--- config.mk ---
export PLATFORM = sky130hd
export DESIGN_NAME = adc_responder
export DESIGN_NICKNAME = d
export VERILOG_FILES = /design/src/rtl/adc_responder.sv
export SDC_FILE = /design/constraint.sdc
export NUM_CORES = 1
export LEC_CHECK = 0
export CORE_MARGIN = 2
export CORE_UTILIZATION = 43
export DETAILED_ROUTE_END_ITERATION = 10
export PLACE_DENSITY = 0.89
export REMOVE_ABC_BUFFERS = 1
export SYNTH_ARGS = -nofsm -noshare
export SYNTH_HDL_FRONTEND = slang
export SYNTH_SLANG_ARGS = --single-unit
--- constraint.sdc ---
create_clock -name clk_50 -period 1.8 [get_ports clk_50]
set_input_delay 0.36 -clock clk_50 [delete_from_list [all_inputs] [get_ports clk_50]]
set_output_delay 0.36 -clock clk_50 [all_outputs]
set_load 0.05 [all_outputs]
--- src/rtl/adc_responder.sv ---
// adc_responder: synthesizable responder for an 8-channel serial ADC (ADC128S022-style).
// All pins are oversampled on clk_50. The 3-bit channel address is decoded from din, and
// the addressed 12-bit sample is returned MSB first on dout in the following frame.
// Optional build macro ADC_RESPONDER_PROTO_CHECK_EN adds a sticky protocol checker on
// proto_err. When the macro is not defined, proto_err is tied low.
module adc_responder #(
    parameter int SYNC_STAGES = 2,
    parameter int DATA_W      = 12
) (
    input  logic                clk_50,
    input  logic                rst_n,
    input  logic                adc_cs_n,
    input  logic                adc_sck,
    input  logic                din,
    input  logic [8*DATA_W-1:0] ch_data,
    output logic                dout,
    output logic                frame_done,
    output logic [2:0]          last_addr,
    output logic                busy,
    output logic                proto_err
);

    localparam int FRAME_LEN = DATA_W + 4;
    localparam int CNT_W     = $clog2(FRAME_LEN);

    localparam logic [CNT_W-1:0] CNT_LAST   = CNT_W'(FRAME_LEN - 1);
    localparam logic [CNT_W-1:0] FIRST_DATA = CNT_W'(4);
    localparam logic [CNT_W-1:0] RISE_ADDR2 = CNT_W'(2);
    localparam logic [CNT_W-1:0] RISE_ADDR1 = CNT_W'(3);
    localparam logic [CNT_W-1:0] RISE_ADDR0 = CNT_W'(4);

    typedef enum logic {
        IDLE,
        FRAME
    } state_t;

    state_t state_q, state_d;

    logic [SYNC_STAGES-1:0] cs_sync, sck_sync, din_sync;
    logic                   cs_dly, sck_dly;
    logic                   cs_s, sck_s, din_s;
    logic                   cs_fall, cs_rise, sck_rise, sck_fall;

    logic [CNT_W-1:0]  rise_q, rise_d;
    logic [CNT_W-1:0]  fall_q, fall_d, fall_nx;
    logic [2:0]        addr_q, addr_d;
    logic [2:0]        next_addr_q, next_addr_d;
    logic [DATA_W-1:0] shreg_q, shreg_d;
    logic              dout_q, dout_d;
    logic              done_q, done_d;
    logic              busy_q, busy_d;

    logic [DATA_W-1:0] chan [8];

    // Pin synchronizers plus one extra delay flop on cs/sck for edge detection.
    // The reset values match the bus idle state so that reset release produces no false edge.
    always_ff @(posedge clk_50 or negedge rst_n) begin
        if (!rst_n) begin
            cs_sync  <= '1;
            sck_sync <= '1;
            din_sync <= '0;
            cs_dly   <= 1'b1;
            sck_dly  <= 1'b1;
        end else begin
            cs_sync  <= {cs_sync[SYNC_STAGES-2:0], adc_cs_n};
            sck_sync <= {sck_sync[SYNC_STAGES-2:0], adc_sck};
            din_sync <= {din_sync[SYNC_STAGES-2:0], din};
            cs_dly   <= cs_sync[SYNC_STAGES-1];
            sck_dly  <= sck_sync[SYNC_STAGES-1];
        end
    end

    assign cs_s     = cs_sync[SYNC_STAGES-1];
    assign sck_s    = sck_sync[SYNC_STAGES-1];
    assign din_s    = din_sync[SYNC_STAGES-1];
    assign cs_fall  = cs_dly & ~cs_s;
    assign cs_rise  = ~cs_dly & cs_s;
    assign sck_rise = ~sck_dly & sck_s;
    assign sck_fall = sck_dly & ~sck_s;

    // Unpack the channel bus into one sample per channel.
    always_comb begin
        for (int k = 0; k < 8; k++) begin
            chan[k] = ch_data[k*DATA_W +: DATA_W];
        end
    end

    // Frame sequencing: address decode on SCK rises, sample shifting on SCK falls.
    // A cs change takes priority over an SCK edge detected in the same cycle.
    always_comb begin
        state_d     = state_q;
        rise_d      = rise_q;
        fall_d      = fall_q;
        fall_nx     = (fall_q == CNT_LAST) ? '0 : fall_q + CNT_W'(1);
        addr_d      = addr_q;
        next_addr_d = next_addr_q;
        shreg_d     = shreg_q;
        dout_d      = dout_q;
        done_d      = 1'b0;
        busy_d      = busy_q;

        case (state_q)
            IDLE: begin
                dout_d = 1'b0;
                busy_d = 1'b0;
                if (cs_fall) begin
                    state_d = FRAME;
                    busy_d  = 1'b1;
                    rise_d  = '0;
                    fall_d  = '0;
                    addr_d  = '0;
                    shreg_d = chan[next_addr_q];
                end
            end

            FRAME: begin
                if (cs_rise) begin
                    state_d = IDLE;
                    busy_d  = 1'b0;
                    dout_d  = 1'b0;
                    rise_d  = '0;
                    fall_d  = '0;
                    addr_d  = '0;
                end else begin
                    if (sck_rise) begin
                        case (rise_q)
                            RISE_ADDR2: addr_d[2] = din_s;
                            RISE_ADDR1: addr_d[1] = din_s;
                            RISE_ADDR0: addr_d[0] = din_s;
                            default:    addr_d    = addr_q;
                        endcase
                        if (rise_q == CNT_LAST) begin
                            rise_d      = '0;
                            next_addr_d = addr_q;
                            done_d      = 1'b1;
                            shreg_d     = chan[addr_q];
                        end else begin
                            rise_d = rise_q + CNT_W'(1);
                        end
                    end
                    if (sck_fall) begin
                        fall_d = fall_nx;
                        if (fall_nx >= FIRST_DATA) begin
                            dout_d  = shreg_q[DATA_W-1];
                            shreg_d = {shreg_q[DATA_W-2:0], 1'b0};
                        end else begin
                            dout_d = 1'b0;
                        end
                    end
                end
            end

            default: begin
                state_d = IDLE;
            end
        endcase
    end

    // State and datapath registers, all cleared by the asynchronous reset.
    always_ff @(posedge clk_50 or negedge rst_n) begin
        if (!rst_n) begin
            state_q     <= IDLE;
            rise_q      <= '0;
            fall_q      <= '0;
            addr_q      <= '0;
            next_addr_q <= '0;
            shreg_q     <= '0;
            dout_q      <= 1'b0;
            done_q      <= 1'b0;
            busy_q      <= 1'b0;
        end else begin
            state_q     <= state_d;
            rise_q      <= rise_d;
            fall_q      <= fall_d;
            addr_q      <= addr_d;
            next_addr_q <= next_addr_d;
            shreg_q     <= shreg_d;
            dout_q      <= dout_d;
            done_q      <= done_d;
            busy_q      <= busy_d;
        end
    end

    // next_addr and last_addr always load the same value at the same time,
    // so a single register drives both.
    assign dout       = dout_q;
    assign frame_done = done_q;
    assign last_addr  = next_addr_q;
    assign busy       = busy_q;

`ifdef ADC_RESPONDER_PROTO_CHECK_EN
    logic [2:0] gap_q;
    logic       perr_q;

    // Sticky error on a truncated frame or on SCK edges less than 4 clocks apart.
    // gap_q saturates at 4 and starts there, so the first edge after reset is always legal.
    always_ff @(posedge clk_50 or negedge rst_n) begin
        if (!rst_n) begin
            gap_q  <= 3'd4;
            perr_q <= 1'b0;
        end else begin
            if (sck_rise || sck_fall) begin
                gap_q <= 3'd1;
                if (gap_q < 3'd4) begin
                    perr_q <= 1'b1;
                end
            end else if (gap_q < 3'd4) begin
                gap_q <= gap_q + 3'd1;
            end
            if ((state_q == FRAME) && cs_rise && ((rise_q != '0) || (fall_q != '0))) begin
                perr_q <= 1'b1;
            end
        end
    end

    assign proto_err = perr_q;
`else
    assign proto_err = 1'b0;
`endif

endmodule

---- Yosys cells after proc, flatten, opt, wreduce, memory -nomap -nowiden ----
Cells that the tools add are included.
operators by class
  add/subtract/negate cells ............... 2
  order comparisons ....................... 3
  eq/ne operators ......................... 13
  muxes and demuxes ....................... 42
  bitwise logic cells ..................... 12
  reductions and logical operators ........ 7
operators by type and width
  cell                                                                number
  two-way mux 12 bit                                                  10
  binary-select mux 12 bit (select 3 bit)                             2
  two-way mux 4 bit                                                   7
  one-hot mux 12 bit (2 select lines)                                 1
  one-hot mux 4 bit (2 select lines)                                  2
  inequality test 3 x 1 -> 1 bit (second input constant)              5
  two-way mux 1 bit                                                   13
  two-way mux 3 bit                                                   3
  AND reduction 3 bit                                                 3
  adder 4 x 1 -> 4 bit (second input constant)                        2
  equality test 4 x 2 -> 1 bit (second input constant)                2
  equality test 4 bit (second input constant)                         2
  greater-or-equal comparator 4 bit (second input constant)           2
  NOT 3 -> 4 bit                                                      2
  NOT 1 bit                                                           6
  one-hot mux 1 bit (2 select lines)                                  3
  one-hot mux 3 bit (2 select lines)                                  1
  AND reduction 2 bit                                                 3
  AND 1 bit                                                           4
  equality test 4 x 3 -> 1 bit (second input constant)                1
  greater-or-equal comparator 4 x 3 -> 1 bit (second input constant)  1
  inequality test 2 bit (second input constant)                       2
  AND reduction 4 bit                                                 1
  inequality test 2 x 1 -> 1 bit (second input constant)              1
storage, ports and cells
  flip-flop bits (word level) ............. 38
  output and inout port bits .............. 7

---- Logic depth before layout (Yosys ltp) ----
  word-level depth ........................ 10
  mapped depth ............................ 7
  gate-level depth less buffers ........... 6

---- Worst setup path after synthesis ----
Ideal clock, no wire load.
  path kind ............................... flip-flop to flip-flop
  from .................................... reg next_addr_q[0], in the netlist last_addr[0]
  to ...................................... reg shreg_q[11]
  arrival time ............................ 1866 ps
  data required time ...................... 1666 ps
  path slack .............................. -200 ps
  cell stages (with the launch flop) ...... 6
  buffers on the path ..................... 2
  clock period less this slack ............ 2000 ps
  cells stage by stage .................... dfrtp_1 -> buf_6 -> buf_2 -> mux4_1 -> a22oi_1 -> nand4_1
between the ends
  cells in the longest elaborated chain, start to end .. 6
ends and longest elaborated chain
  item                                                    RTL line  text
  start, declared                                         47        logic [2:0] next_addr_q, next_addr_d;
  start signal, assigned                                  176       next_addr_q <= next_addr_d;
  NOT 3 -> 4 bit (not written as such)                    112       shreg_d = chan[next_addr_q];
  binary-select mux 12 bit (select 3 bit)                 112
  two-way mux 12 bit (not written as such) (2 in series)  112
  two-way mux 12 bit                                      106       if (cs_fall) begin
  one-hot mux 12 bit (2 select lines)                     102       case (state_q)
  end signal, assigned                                    177       shreg_q <= shreg_d;
  end, declared                                           48        logic [DATA_W-1:0] shreg_q, shreg_d;
No other way between the ends. The select of a mux whose other input is x is not followed.
A chain may end at the register's enable or synchronous reset.

---- Worst setup path in the final report ----
  from .................................... reg next_addr_q[0], in the netlist last_addr[0]
  to ...................................... reg shreg_q[1]
The elaborated chain is that of the path after synthesis.

==> flow_summary.json <==
{
  "finalCritPeriodShare": 0.967,
  "netlist_top_cells_area": "sky130_fd_sc_hd__dfrtp_1 (24%), sky130_fd_sc_hd__mux4_2 (21%), sky130_fd_sc_hd__mux4_1 (7.7%)",
  "grt_usage": 0.224,
  "worstSetupStartpointType": "register",
  "tritoncts.num_buffers": 5,
  "multi_input_comb_area_um2": 2230,
  "result_of_the_run": "complete, no violations",
  "worst-endpoint-arrival_ns": 1.92,
  "route.vias.total": 3102,
  "coreArea_um2": 7690,
  "total_leakage_power_uw": 0.00185,
  "global_route_wire_length_before_repair_um": 15100,
  "drt.antenna.violating_nets": 0,
  "placement_rows": 32,
  "synthesis.instances": 280,
  "gr-usage-met1": 0.245,
  "total_power_uw": 2750,
  "clock-root-buffer": "sky130_fd_sc_hd__clkbuf_8",
  "worst_setup_hold_path_clk_slew_ns": 0.08,
  "fp.dieArea_um2": 8640,
  "synthesis.area_per_instance_um2": 12.2,
  "initial_core_util": 0.443,
  "fin_crit_ns": 1.74,
  "gp_congestion": 0.843,
  "dr.first_iter.drc_count": 186,
  "drive_gt1_frac": 0.270,
  "synthFlopType": "sky130_fd_sc_hd__dfrtp_1",
  "p_sw_frac": 0.293,
  "count_of_flip_flops_with_a_built_in_enable_after_synthesis": 0,
  "instances_no_fill": 505,
  "firstDrtPassIters": 5,
  "io-pin-count": 108,
  "final_setup_violation_count": 0,
  "clock_network_latency_to_the_later_pin_of_the_worst_skew_pair_ns": 0.30,
  "worst-path-max-fanout": 8,
  "timing_hold_violations_final": 0,
  "post-route-util": 0.635,
  "async_reset_ff_frac": 1.00,
  "area.growth.synth_to_final_pct": 43.4,
  "p_switching_uw": 805,
  "dpl.cell_count": 495,
  "initial_antenna_violation_count": 0,
  "grt.overflow.total": 0,
  "vias_per_cell": 6.14,
  "drv.max_cap_violation_count": 0,
  "clk_path_buf_depth": 2,
  "synthesis.area_um2": 3400,
  "holdCritPathClass": "primary input to async pin",
  "worst_ir_drop_vdd_mv": 0.279,
  "post_synth_most_frequent_cells": "sky130_fd_sc_hd__dfrtp_1 (32), sky130_fd_sc_hd__mux4_2 (31), sky130_fd_sc_hd__nand2_1 (26)",
  "placed_area_um2": 4700,
  "grt_pass1_vias": 3246,
  "met2_track_demand_over_resource": 0.419,
  "finalClockSkew_ns": 0.00974,
  "sequentialPowerShare": 0.392,
  "synth_seq_area_share": 0.282,
  "die-height_um": 92.9,
  "most_used_standard_cell_by_instance_count_after_synthesis": "sky130_fd_sc_hd__dfrtp_1",
  "num-nets-final": 507,
  "highest_clock_rate_mhz": 575,
  "grtUsageMet3": 0.0496,
  "final_max_slew_viol_count": 0,
  "drcViolationCount": 0,
  "worst_ep_required_time_ns": 1.98,
  "power_report.internal_total_uw": 1940,
  "critPathKind": "register to register",
  "postRouteWirelength_um": 9630,
  "layout.cell_area.non_filler_um2": 4880,
  "synth_top_cell_area_share": 0.235,
  "wl_per_cell_um": 19.1,
  "power_share_of_the_clock_group": 0.263,
  "yosys_warnings": 0,
  "hpwl_um": 7290,
  "worst_setup_path_end_kind": "register",
  "grt_start_max_net_pins": 30,
  "netlist.top_cell.by_area": "sky130_fd_sc_hd__dfrtp_1",
  "synth.ff_latch_count": 38,
  "clock_tree_from_tritoncts": "done",
  "final.fill_count": 579,
  "buffers_added_on_ports": 106,
  "ys_types": 48,
  "antenna_fix_cells": 0,
  "grt.busiest_layer": "met2",
  "regArea_um2": 960,
  "cts.sink_count": 38,
  "htreeDepth": 2,
  "fp.dieW_um": 92.9,
  "comb_power_share": 0.346,
  "power.density_cell_area_nw_per_um2": 563
}
through the flow:
step	TNS, ns	setup WS (ns)	hold slack (ns)
2_1_floorplan	-7.42	-0.753	0.0644
5_1_grt	-0.00617	-0.00617	0.0334
4_1_cts	0	0.0170	0.0152
3_3_place_gp	-0.456	-0.0961	0.336
6_report	0	0.0596	0.00507
3_5_place_dp	-1.75	-0.208	0.338
state kept, by name, indices dropped and copies added, names as in the netlist, 2 cells and up:
register   flops
shreg_q       12
last_addr      3
cs_sync        2
fall_q         4
rise_q         4
din_sync       2
sck_sync       2
addr_q         3
worst max-delay path, cell delays in order (launching register included):
cell	delay, ns
sky130_fd_sc_hd__dfrtp_2	0.41
sky130_fd_sc_hd__buf_6	0.15
sky130_fd_sc_hd__mux4_1	0.56
sky130_fd_sc_hd__a22oi_1	0.23
sky130_fd_sc_hd__o311a_1	0.19
sky130_fd_sc_hd__nand3_1	0.08
repair_timing:
action                     CTS  global route
hold buffers                 0             0
cloned                       0             1
setup buffers                0             1
setup endpoints to repair   11            19
gates resized for setup      5             9
routing by layer:
| metal | wire [um] | vias up |
|---|---|---|
| met2 | 5250 | 157 |
| met3 | 656 | 33 |
| met5 | 0 | - |
| li1 | - | 1390 |
| met1 | 3450 | 1522 |
| met4 | 271 | 0 |
logic make-up (layout without fill, tap and decap cells):
group,after synthesis,in the layout,synth area share
mux,55,55,0.346
flops,38,38,0.282
fa+ha+maj,4,4,0.0147
simple gates,90,90,0.145
compound gates,60,60,0.135
other cells,1,1,0.00110
buf+inv,31,154,0.0736
xor+xnor,1,1,0.00257
final timing paths:
check                                              end  slack [ns]  depth (start not counted)                      from
worst max-delay path            shreg_q[1]$_DFFE_PN0P_        0.06                          5  last_addr[0]$_DFFE_PN0P_
worst min-delay path             addr_q[1]$_DFFE_PN0P_       0.005                          1                     rst_n
worst max register to register  shreg_q[1]$_DFFE_PN0P_        0.06                          5  last_addr[0]$_DFFE_PN0P_
worst min register to register    cs_sync[1]$_DFF_PN1_        0.36                          0      cs_sync[0]$_DFF_PN1_
max in group asynchronous         cs_sync[0]$_DFF_PN1_        1.25                          2                     rst_n
min in group clk_50               cs_sync[1]$_DFF_PN1_        0.36                          0      cs_sync[0]$_DFF_PN1_
area by class of cell:
type / instances / share of cell area
clock buffers: 7 / 0.0156
clock inverters: 1 / 0.00615
inverters: 6 / 0.00462
multi-input cells: 211 / 0.458
flip-flops and latches: 38 / 0.197
well taps: 102 / 0.0262
repair buffers: 140 / 0.293
power by group through the flow:
stage / clock (uW) / sequential [uW] / combinational (uW)
detailed placement: 0 / 1080 / 936
global placement: 0 / 1070 / 895
finish: 721 / 1080 / 950
floorplan: 0 / 1100 / 418
global route: 764 / 1090 / 1030
CTS: 731 / 1070 / 941
cells in the final DEF (no fill, tap or decap), types with 7 or more instances in the layout:
cell type,count
sky130_fd_sc_hd__dfrtp_1,31
sky130_fd_sc_hd__buf_12,9
sky130_fd_sc_hd__clkdlybuf4s50_1,99
sky130_fd_sc_hd__mux2i_1,7
sky130_fd_sc_hd__nor2_1,10
sky130_fd_sc_hd__a22oi_1,21
sky130_fd_sc_hd__a31oi_1,8
sky130_fd_sc_hd__o21ai_0,8
sky130_fd_sc_hd__nand2_1,26
sky130_fd_sc_hd__nand3_1,18
sky130_fd_sc_hd__mux4_2,31
sky130_fd_sc_hd__nand4_1,8
sky130_fd_sc_hd__buf_4,29
sky130_fd_sc_hd__mux4_1,10
sky130_fd_sc_hd__nor3_1,8
No activity file was read; power rests on OpenSTA's default activity.
